File: src/rtl/ad9866_spi_responder.sv
// rtl/ad9866_spi_responder.sv - AD9866 serial control port slave with shadow register file
// Decodes 16-bit R/W frames from a synchronized sen_n/sclk/sdio link and answers reads on spi_sdo.
module ad9866_spi_responder #(
  parameter int NUM_REGS    = 20,
  parameter int SYNC_STAGES = 2
) (
  input  logic        clk,
  input  logic        rst,
  input  logic        spi_sen_n,
  input  logic        spi_sclk,
  input  logic        spi_sdio,
  output logic        spi_sdo,
  output logic        spi_sdo_oe,
  output logic        reg_wr_stb,
  output logic [4:0]  reg_wr_addr,
  output logic [7:0]  reg_wr_data,
  output logic [7:0]  rx_gain_reg,
  output logic [7:0]  tx_gain_reg,
  output logic        frame_err,
  output logic [15:0] frame_count
);
  typedef enum logic [2:0] {IDLE, INSTR, WDATA, RDATA, DONE} state_t;
  localparam logic [5:0] REG_LIMIT = 6'(NUM_REGS);

  logic [SYNC_STAGES-1:0] sclk_sync, sen_sync, sdio_sync;
  logic sclk_d, sen_d, post_rst, armed;
  logic sclk_s, sen_s, sdio_s;
  logic rise_v, fall_v, sen_fall, sen_rise;

  state_t state, state_nx;
  logic start, shift_in, count_rise, instr_done, wr_done, rd_done;
  logic rd_load, rd_shift, err, oe_off, last_bit, n_bad;
  logic [7:0] shreg, in_byte, rd_shreg, rd_val, pend_data;
  logic [2:0] bit_cnt;
  logic [4:0] addr_q;
  logic wr_pend;
  logic [7:0] regs [NUM_REGS];

  // After reset, a frame is only accepted once sen_n has been seen high on the pin.
  always_ff @(posedge clk) begin
    if (rst) begin
      sclk_sync <= '0;
      sen_sync  <= '1;
      sdio_sync <= '0;
      sclk_d    <= 1'b0;
      sen_d     <= 1'b1;
      post_rst  <= 1'b0;
      armed     <= 1'b0;
    end else begin
      sclk_sync <= {sclk_sync[SYNC_STAGES-2:0], spi_sclk};
      sen_sync  <= {sen_sync[SYNC_STAGES-2:0], spi_sen_n};
      sdio_sync <= {sdio_sync[SYNC_STAGES-2:0], spi_sdio};
      sclk_d    <= sclk_s;
      sen_d     <= sen_s;
      post_rst  <= 1'b1;
      armed     <= armed | (post_rst & (&sen_sync) & sen_d);
    end
  end

  assign sclk_s   = sclk_sync[SYNC_STAGES-1];
  assign sen_s    = sen_sync[SYNC_STAGES-1];
  assign sdio_s   = sdio_sync[SYNC_STAGES-1];
  assign sen_fall = ~sen_s & sen_d;
  assign sen_rise = sen_s & ~sen_d;
  // Edges still count in the cycle sen_n rises, so a final edge beats the deassertion.
  assign rise_v   = sclk_s & ~sclk_d & ~(sen_s & sen_d);
  assign fall_v   = ~sclk_s & sclk_d & ~(sen_s & sen_d);
  assign in_byte  = {shreg[6:0], sdio_s};
  assign last_bit = (bit_cnt == 3'd7);
  assign n_bad    = |in_byte[6:5];

  always_ff @(posedge clk) begin
    if (rst) state <= IDLE;
    else     state <= state_nx;
  end

  always_comb begin
    state_nx = state;
    case (state)
      IDLE:  if (start) state_nx = INSTR;
      INSTR: begin
        if (sen_rise) state_nx = IDLE;
        else if (instr_done) state_nx = n_bad ? DONE : (in_byte[7] ? RDATA : WDATA);
      end
      WDATA, RDATA: begin
        if (sen_rise) state_nx = IDLE;
        else if (wr_done || rd_done) state_nx = DONE;
      end
      DONE:  if (sen_rise) state_nx = IDLE;
      default: state_nx = IDLE;
    endcase
  end

  always_comb begin
    start      = 1'b0;
    shift_in   = 1'b0;
    count_rise = 1'b0;
    instr_done = 1'b0;
    wr_done    = 1'b0;
    rd_done    = 1'b0;
    rd_load    = 1'b0;
    rd_shift   = 1'b0;
    err        = 1'b0;
    oe_off     = sen_rise;
    case (state)
      IDLE:  start = sen_fall & armed;
      INSTR: begin
        shift_in   = rise_v;
        count_rise = rise_v;
        instr_done = rise_v & last_bit;
        rd_load    = instr_done & in_byte[7] & ~n_bad & ~sen_rise;
        err        = sen_rise | (instr_done & n_bad);
      end
      WDATA: begin
        shift_in   = rise_v;
        count_rise = rise_v;
        wr_done    = rise_v & last_bit;
        err        = sen_rise & ~wr_done;
      end
      RDATA: begin
        count_rise = rise_v;
        rd_done    = rise_v & last_bit;
        // The fall right after the instruction byte keeps data[7] on the line for the first capture.
        rd_shift   = fall_v & (bit_cnt != 3'd0);
        err        = sen_rise & ~rd_done;
      end
      DONE:  oe_off = sen_rise | fall_v;
      default: ;
    endcase
  end

  always_comb begin
    rd_val = '0;
    for (int i = 0; i < NUM_REGS; i++)
      if (in_byte[4:0] == 5'(i)) rd_val = regs[i];
  end

  always_ff @(posedge clk) begin
    if (rst) begin
      bit_cnt     <= '0;
      shreg       <= '0;
      addr_q      <= '0;
      wr_pend     <= 1'b0;
      pend_data   <= '0;
      rd_shreg    <= '0;
      spi_sdo_oe  <= 1'b0;
      reg_wr_stb  <= 1'b0;
      reg_wr_addr <= '0;
      reg_wr_data <= '0;
      frame_err   <= 1'b0;
      frame_count <= '0;
      for (int i = 0; i < NUM_REGS; i++) regs[i] <= '0;
    end else begin
      reg_wr_stb <= 1'b0;
      frame_err  <= err;
      wr_pend    <= wr_done;
      if (start || instr_done) bit_cnt <= '0;
      else if (count_rise)     bit_cnt <= bit_cnt + 3'd1;
      if (shift_in)   shreg     <= in_byte;
      if (instr_done) addr_q    <= in_byte[4:0];
      if (wr_done)    pend_data <= in_byte;
      if (wr_pend || rd_done) frame_count <= frame_count + 16'd1;
      if (wr_pend && ({1'b0, addr_q} < REG_LIMIT)) begin
        reg_wr_stb  <= 1'b1;
        reg_wr_addr <= addr_q;
        reg_wr_data <= pend_data;
        for (int i = 0; i < NUM_REGS; i++)
          if (addr_q == 5'(i)) regs[i] <= pend_data;
      end
      if (rd_load) begin
        rd_shreg   <= rd_val;
        spi_sdo_oe <= 1'b1;
      end else begin
        if (oe_off)   spi_sdo_oe <= 1'b0;
        if (rd_shift) rd_shreg   <= {rd_shreg[6:0], 1'b0};
      end
    end
  end

  assign spi_sdo = spi_sdo_oe & rd_shreg[7];

  if (NUM_REGS > 9) begin : g_rx
    assign rx_gain_reg = regs[9];
  end else begin : g_rx_none
    assign rx_gain_reg = '0;
  end

  if (NUM_REGS > 10) begin : g_tx
    assign tx_gain_reg = regs[10];
  end else begin : g_tx_none
    assign tx_gain_reg = '0;
  end
endmodule

File: config.mk
export PLATFORM = sky130hd
export DESIGN_NAME = ad9866_spi_responder
export DESIGN_NICKNAME = d
export VERILOG_FILES = /design/src/rtl/ad9866_spi_responder.sv
export SDC_FILE = /design/constraint.sdc
export NUM_CORES = 1
export LEC_CHECK = 0
export ABC_AREA = 1
export CORE_MARGIN = 2
export CORE_UTILIZATION = 42
export DETAILED_ROUTE_END_ITERATION = 10
export PLACE_DENSITY = 0.56
export SLEW_MARGIN = 5
export SYNTH_ARGS = -nofsm -noshare
export SYNTH_HDL_FRONTEND = slang
export SYNTH_SLANG_ARGS = --single-unit
File: constraint.sdc
create_clock -name clk -period 2.9 [get_ports clk]
set_clock_uncertainty 0.2 [all_clocks]
set_input_delay 0.29 -clock clk [delete_from_list [all_inputs] [get_ports clk]]
set_output_delay 0.29 -clock clk [all_outputs]
set_load 0.01 [all_outputs]
==> results of run 1 <==
==> worst paths after layout <==
| kind | from | end | slack, ns | cells after the start |
|---|---|---|---|---|
| worst max-delay path | shreg[3]$_SDFFE_PP0P_ | rd_shreg[1]$_SDFFE_PP0P_ | 0.18 | 15 |
| worst max register to register | shreg[3]$_SDFFE_PP0P_ | rd_shreg[1]$_SDFFE_PP0P_ | 0.18 | 15 |
| worst min-delay path | spi_sdio | sdio_sync[0]$_SDFF_PP0_ | 0.08 | 3 |
| worst min register to register | sclk_sync[0]$_SDFF_PP0_ | sclk_sync[1]$_SDFF_PP0_ | 0.20 | 2 |
==> critical path: cells and delay by family (launching register included) <==
family / cells / cell delay, ns
and+or+nand+nor: 13 / 1.70
DFF: 1 / 0.47
buffers and inverters: 1 / 0.16
AOI/OAI and AO/OA: 1 / 0.06
==> cell families after synthesis <==
group                      Yosys count  synth area share, %
adders and majority gates            4                0.494
DFF                                237                 62.6
xor gates and xnor gates             1               0.0864
AOI/OAI and AO/OA                  117                 6.51
buffers and inverters              154                 5.79
and+or+nand+nor                    583                 24.3
muxes                                2                0.222
==> through the flow <==
stage / power [mW] / worst slack, ns / utilization (%) / hold slack, ns
after detailed placement: 4.17 / 0.144 / 47.4 / 0.192
after floorplan: 4.05 / 0.774 / - / 0.188
final: 7.62 / 0.176 / 51.4 / 0.0793
after global routing: 7.86 / 0.0427 / 51.4 / 0.0744
after global placement: 4.17 / 0.223 / 47.4 / 0.191
after CTS: 7.67 / 0.0975 / 51.3 / 0.0611
==> Yosys cell counts <==
| cell type | number |
|---|---|
| or2_0 | 3 |
| nand2_2 | 3 |
| nor2_4 | 2 |
| nor3_2 | 2 |
| a22oi_1 | 8 |
| nand2_1 | 201 |
| inv_6 | 1 |
| dfxtp_1 | 77 |
| o21ai_0 | 38 |
| buf_2 | 2 |
| inv_2 | 11 |
| nand3_1 | 26 |
| nor2_1 | 276 |
| ha_1 | 4 |
| or2_2 | 3 |
| nand3_4 | 1 |
| nand4_1 | 32 |
| or4_1 | 1 |
| nor4_1 | 3 |
| inv_1 | 106 |
| nor3_1 | 11 |
| a211oi_1 | 10 |
| a21oi_1 | 51 |
| o221ai_1 | 1 |
| xor2_1 | 1 |
| or2_1 | 4 |
| a21oi_4 | 1 |
| nor3b_1 | 3 |
| nor3_4 | 2 |
| a311oi_1 | 1 |
| clkinv_2 | 1 |
| and3_1 | 1 |
| edfxtp_1 | 160 |
| clkbuf_1 | 18 |
| o21a_1 | 3 |
| buf_1 | 4 |
| o21ai_1 | 2 |
| clkinv_1 | 11 |
| mux2_2 | 2 |
| a31oi_1 | 2 |
| nor2_2 | 9 |
==> power by group <==
part	leakage, nW	switching [mW]	internal [mW]
clock	0.455	1.34	2.17
combinational	1.75	0.267	0.111
sequential	2.33	0.0467	3.68
total	4.54	1.65	5.96
==> repair_timing <==
item / 4_1_cts / 5_1_grt
resized for setup: 0 / 2
hold buffers: 1 / 0
endpoints found under the setup margin: 0 / 8
endpoints found under the hold margin: 3 / 0
==> per-layer routing <==
| layer | share of wire (%) | track usage (%) | vias up |
|---|---|---|---|
| met5 | 0 | 0 | - |
| met4 | 2.2 | 5.54 | 0 |
| met3 | 7.0 | 3.36 | 51 |
| met2 | 46 | 33.9 | 245 |
| met1 | 45 | 30.4 | 3702 |
| li1 | - | - | 3796 |
==> flip-flops by register name, summed over array words and instances (netlist names), 2 cells and up <==
signal / count
sdio_sync: 2
addr_q: 5
shreg: 7
pend_data: 8
sen_sync: 2
frame_count: 16
reg_wr_data: 8
reg_wr_addr: 5
regs: 160
sclk_sync: 2
rd_shreg: 8
bit_cnt: 3
state: 3
==> final cells by class <==
class,count,share of cell area (%)
clock buffer,39,6.61
clock inverter,10,1.00
inverter,130,4.07
multi-input combinational,707,26.5
sequential,237,52.3
tap,319,3.29
timing repair buffer,82,6.25
==> qor.csv, run 1 <==
metric,value,unit
diodes,0,
die_h,159,µm
wl,27.4,mm
rsz0062_at_grt,no,
synth_cells,1098,
clk-insertion-delay-late,0.54,ns
netlist_area,10100,µm²
syn_nets,1107,
seq_area_frac_synth,62.6,%
period_needed,2.72,ns
crit_chain,inv_2 > nand2_1 > nor2_2 > nand2_1 > nand3_1 > nor2_1 > nand4_1 > nor2_1 > nand4_1 > nor2_1 > nand4_1 > nor2_1 > nand4_1 > nand2_1 > a21oi_1,
cts_setup_buffers,0,
final_cell_area,12100,µm²
gp_congestion,0.875,
slew_violations,0,
drtAntennaViolNets,0,
first_iter_violations,744,
outcome,completed,
nFillCells,2217,
criticalPathCategory,flip-flop to flip-flop,
fp-row-count,56,
antenna_found_initial,0,
portBuffers,53,
crit_required,3.11,ns
vias_per_cell,5.11,
multi_input_area,3210,µm²
synth_top_area_share,47.4,%
power_density,628,nW/µm²
leakage,4.54,nW
drc,0,
core,23600,µm²
layout_common_cells,"nor2_1 (275), nand2_1 (201), edfxtp_1 (160)",
finalSetupViolCount,0,
tns,0,ns
ir_worst_vdd,0.000334,V
tightest_slew,1.09,ns
ys_ff_latch,237,
fmax,367,MHz
die_w,159,µm
grtUsageTotal,21.3,%
initial_utilization,42.9,%
register_area,6350,µm²
hold_class,primary input to flip-flop,
grt_start_max_net_pins,36,
htreeDepth,1,
final_nets,1194,
overflow,0,
numCtsBuffers,27,
cp-end-kind,flip-flop,
slew_headroom,27.1,%
min_period_over_period,93.9,%
grt_pass1_wl,42.1,mm
root_buffer,clkbuf_16,
die_area,25400,µm²
critical_path_peak_fanout,9,
dpl.hpwl,18.5,mm
cts.reportedPaths.clkPinSlew,0.06,ns
syn_to_final_growth,19.7,%
fin_cells,1524,
syn_area_per_cell,9.23,µm²
drive_gt1_share,9.05,%
hold_violations,0,
start_kind,flip-flop,
cts_tree,done,
synth.largest_area_cell,edfxtp_1,
io_pins,54,
cts.sinks,237,
drtPass1Iterations,5,
maxCapViolCount,0,
vias,7794,
grt_pass1_vias,7442,
clk_path_buf_depth,3,
synth.distinct_cells,41,
wl_per_cell,18.0,µm
post_dp_cell_area,11200,µm²
crit_path_top_delay_cell,dfxtp_1,
placed_cells,1474,
synth-warning-count,0,
crit_arrival,2.93,ns
synthTopCellsByArea,"edfxtp_1 (47%), dfxtp_1 (15%), nor2_1 (10%), nand2_1 (7.4%), inv_1 (3.9%)",
crit_path_max_incr_delay,0.47,ns
final_common_cell,nor2_1,
No activity file was read; power rests on OpenSTA's default activity.
==> run 2: changes to the inputs <==
- MAX_ROUTING_LAYER: unset -> met4
==> qor.csv, run 2 (same netlist as run 1, synthesis figures left out) <==
metric,value,unit
cts_setup_buffers,0,
hold_violations,0,
min_period_over_period,93.6,%
period_needed,2.72,ns
critical_path_peak_fanout,9,
die_w,159,µm
final_nets,1194,
fmax,368,MHz
power_density,629,nW/µm²
diodes,0,
ir_worst_vdd,0.000344,V
crit_arrival,2.93,ns
largest-register,regs,
drive_gt1_share,9.05,%
drc,0,
grtUsageTotal,21.9,%
reg.largest.list,"regs x160, frame_count x16",
clk_path_buf_depth,3,
core,23600,µm²
portBuffers,53,
final_common_cell,nor2_1,
slew_violations,0,
post_dp_cell_area,11200,µm²
outcome,completed,
die_h,159,µm
htreeDepth,1,
hold_class,primary input to flip-flop,
fp-row-count,56,
die_area,25400,µm²
initial_utilization,42.9,%
vias,7777,
wl,27.4,mm
final_cell_area,12100,µm²
leakage,4.54,nW
cp-end-kind,flip-flop,
syn_to_final_growth,19.7,%
cts.reportedPaths.clkPinSlew,0.06,ns
clk-insertion-delay-late,0.54,ns
tns,0,ns
drtPass1Iterations,6,
largest_register_ffs,160,
numCtsBuffers,27,
dpl.hpwl,18.5,mm
criticalPathCategory,flip-flop to flip-flop,
overflow,0,
root_buffer,clkbuf_16,
drtAntennaViolNets,0,
first_iter_violations,730,
finalSetupViolCount,0,
gp_congestion,0.889,
layout_common_cells,"nor2_1 (275), nand2_1 (201), edfxtp_1 (160)",
antenna_found_initial,0,
maxCapViolCount,0,
vias_per_cell,5.10,
tightest_slew,1.08,ns
start_kind,flip-flop,
io_pins,54,
fin_util,51.4,%
grt_pass1_wl,42.2,mm
grt_start_max_net_pins,36,
slew_headroom,27.6,%
crit_required,3.11,ns
grt_pass1_vias,7446,
cts_tree,done,
cts.sinks,237,
rsz0062_at_grt,no,
wl_per_cell,18.0,µm
==> run 2: cell counts in the layout (fill, tap and decap cells not counted) <==
No cell type changed its count.
==> run 2: final timing paths <==
| check | start | endpoint | slack, ns | depth (start not counted) |
|---|---|---|---|---|
| worst min register to register | sclk_sync[0]$_SDFF_PP0_ | sclk_sync[1]$_SDFF_PP0_ | 0.20 | 2 |
| worst max-delay path | shreg[3]$_SDFFE_PP0P_ | rd_shreg[1]$_SDFFE_PP0P_ | 0.18 | 15 |
| worst max register to register | shreg[3]$_SDFFE_PP0P_ | rd_shreg[1]$_SDFFE_PP0P_ | 0.18 | 15 |
| worst min-delay path | spi_sdio | sdio_sync[0]$_SDFF_PP0_ | 0.08 | 3 |
==> run 2: worst max-delay path: stages (launching register included) <==
cell	delay, ns
dfxtp_1	0.46
inv_2	0.16
nand2_1	0.21
nor2_2	0.11
nand2_1	0.08
nand3_1	0.07
nor2_1	0.17
nand4_1	0.16
nor2_1	0.15
nand4_1	0.17
nor2_1	0.13
nand4_1	0.10
nor2_1	0.17
nand4_1	0.11
nand2_1	0.08
a21oi_1	0.06
==> run 2: cell type report <==
cell class	instances	area (µm²)
timing repair buffer	82	758
sequential	237	6350
multi-input combinational	707	3210
fill	2217	11500
clock buffer	39	802
tap	319	399
clock inverter	10	121
inverter	130	494
==> run 2: repair_timing <==
action | in CTS | in global routing
resized for setup | 0 | 2
hold buffers | 1 | 0
endpoints found under the setup margin | 0 | 8
endpoints found under the hold margin | 3 | 0
==> run 2: metrics by stage <==
stage | worst slack [ns] | power, mW | cells | hold slack, ns
2_1_floorplan | 0.774 | 4.05 | 1098 | 0.188
3_3_place_gp | 0.223 | 4.17 | 1474 | 0.191
3_5_place_dp | 0.144 | 4.17 | 1474 | 0.192
4_1_cts | 0.0975 | 7.67 | 1524 | 0.0611
5_1_grt | 0.0415 | 7.86 | 1524 | 0.0744
6_report | 0.184 | 7.63 | 1524 | 0.0784
==> run 2: report_power, final <==
group	internal, mW	leakage [nW]	switching, mW	total, mW
Combinational	0.111	1.75	0.266	0.377
Clock	2.17	0.455	1.35	3.52
Sequential	3.68	2.33	0.0466	3.73
Total	5.96	4.54	1.66	7.63
==> run 2: metal layers <==
layer	GRT usage, %	vias up	share of wire (%)
li1	-	3799	-
met1	30.3	3715	46
met2	34.0	215	46
met3	3.39	48	5.9
met4	5.54	0	2.1
met5	-	-	0
==> run 3: changes to the inputs <==
- CAP_MARGIN: unset -> 40
- clock period: 2.9 -> 2.5 ns (I/O delays scaled with it)
==> qor.csv, run 3 (same netlist as run 1, synthesis figures left out) <==
metric,value,unit
fin_util,53.0,%
register_area,6360,µm²
vias_per_cell,4.99,
reg.largest.list,"regs x160, frame_count x16",
grt_pass1_vias,7685,
layout_common_cells,"nor2_1 (261), nand2_1 (197), edfxtp_1 (160)",
largest-register,regs,
syn_to_final_growth,23.5,%
period_needed,2.43,ns
hold_class,primary input to flip-flop,
root_buffer,clkbuf_16,
core,23600,µm²
tightest_slew,0.564,ns
io_pins,54,
grtUsageTotal,22.1,%
final_nets,1236,
drive_gt1_share,14.4,%
largest_register_ffs,160,
start_kind,flip-flop,
first_iter_violations,622,
die_w,159,µm
seqPwrFrac,50.5,%
htreeDepth,1,
cts.sinks,237,
diodes,0,
rsz0062_at_grt,yes,
fmax,412,MHz
slew_violations,0,
gp_congestion,0.929,
drc,0,
power_density,685,nW/µm²
drtPass1Iterations,5,
clk-insertion-delay-late,0.53,ns
die_h,159,µm
cts_tree,done,
p_int,6.66,mW
initial_utilization,42.9,%
vias,7809,
outcome,completed,
maxCapViolCount,0,
hold_violations,0,
critical_path_peak_fanout,7,
clk_path_buf_depth,3,
wl,27.3,mm
final_common_cell,nor2_1,
ir_worst_vdd,0.000404,V
min_period_over_period,97.1,%
power,8.57,mW
wl_per_cell,17.4,µm
die_area,25400,µm²
comb_power_share,5.4,%
drtAntennaViolNets,0,
criticalPathCategory,flip-flop to flip-flop,
grt_start_max_net_pins,33,
p_switching,1.91,mW
power.clock.fraction,44.1,%
crit_required,2.71,ns
multi_input_area,3310,µm²
nFillCells,2209,
overflow,0,
antenna_found_initial,0,
numCtsBuffers,26,
leakage,4.72,nW
switching_share,22.3,%
finalSetupViolCount,0,
dpl.hpwl,19.3,mm
cts.reportedPaths.clkPinSlew,0.06,ns
cp-end-kind,flip-flop,
portBuffers,53,
crit_arrival,2.63,ns
fp-row-count,56,
slew_headroom,62.1,%
grt_pass1_wl,42.9,mm
hold_ws,0.0470,ns
==> run 3: cell types whose count changed in the layout (fill, tap and decap cells not counted), sizes merged <==
cell	previous run	this run
inv	119	118
buf	29	72
clkinvlp	0	1
bufinv	3	2
==> run 3: power groups by stage <==
stage	Sequential, mW	Clock [mW]	Combinational [mW]
2_1_floorplan	4.39	0	0.309
3_3_place_gp	4.41	0	0.443
3_5_place_dp	4.41	0	0.448
4_1_cts	4.32	3.82	0.451
5_1_grt	4.33	3.98	0.531
6_report	4.32	3.78	0.465
==> run 3: metal layers <==
metal,track usage [%],vias to the layer above,share of wire (%)
met1,31.1,3708,47
met4,5.12,0,2.0
met5,-,-,0
met2,34.2,185,46
met3,3.05,48,5.1
li1,-,3868,-
==> run 3: repair_timing <==
| action | 4_1_cts | 5_1_grt |
|---|---|---|
| gates resized for setup | 3 | 43 |
| endpoints found under the setup margin | 2 | 9 |
| pin swaps | 0 | 13 |
| buffers inserted | 0 | 3 |
| endpoints found under the hold margin | 5 | 0 |
| cloned | 0 | 0 |
| hold buffers | 1 | 0 |
==> run 3: stage by stage <==
stage / setup WS [ns] / setup TNS [ns] / instance area, µm² / std cells
finish: 0.0734 / 0 / 12500 / 1566
floorplan: 0.374 / 0 / 10100 / 1098
detailed placement: -0.0251 / -0.0389 / 11500 / 1514
CTS: 0.0237 / 0 / 12400 / 1563
global placement: -0.0309 / -0.0444 / 11500 / 1512
global route: -0.105 / -0.297 / 12500 / 1566
==> run 3: worst max-delay path, cell delays in order (launching register included) <==
cell	delay, ns
dfxtp_4	0.40
inv_2	0.06
nand2_2	0.08
nor2_4	0.06
buf_6	0.13
nand3_4	0.06
nand3_2	0.09
nor2_2	0.13
nand4_1	0.13
nor2_2	0.15
nand4_1	0.17
nor2_1	0.15
nand4_1	0.13
nor2_2	0.15
nand4_1	0.10
nand2_1	0.07
a21oi_1	0.05
==> run 3: layout make-up <==
cell class	instances	share of cell area [%]
flip-flops and latches	237	50.8
multi-input cells	707	26.4
repair buffers	125	8.89
clock buffers	39	5.92
inverters	130	3.98
well taps	319	3.19
clock inverters	9	0.760
==> run 3: path summary, 6_finish.rpt <==
kind / from / end / slack [ns] / cells after the start
worst max register to register: shreg[0]$_SDFFE_PP0P_ / rd_shreg[4]$_SDFFE_PP0P_ / 0.07 / 16
worst min register to register: sclk_sync[0]$_SDFF_PP0_ / sclk_sync[1]$_SDFF_PP0_ / 0.21 / 2
worst min-delay path: spi_sdio / sdio_sync[0]$_SDFF_PP0_ / 0.05 / 3
worst max-delay path: shreg[0]$_SDFFE_PP0P_ / rd_shreg[4]$_SDFFE_PP0P_ / 0.07 / 16
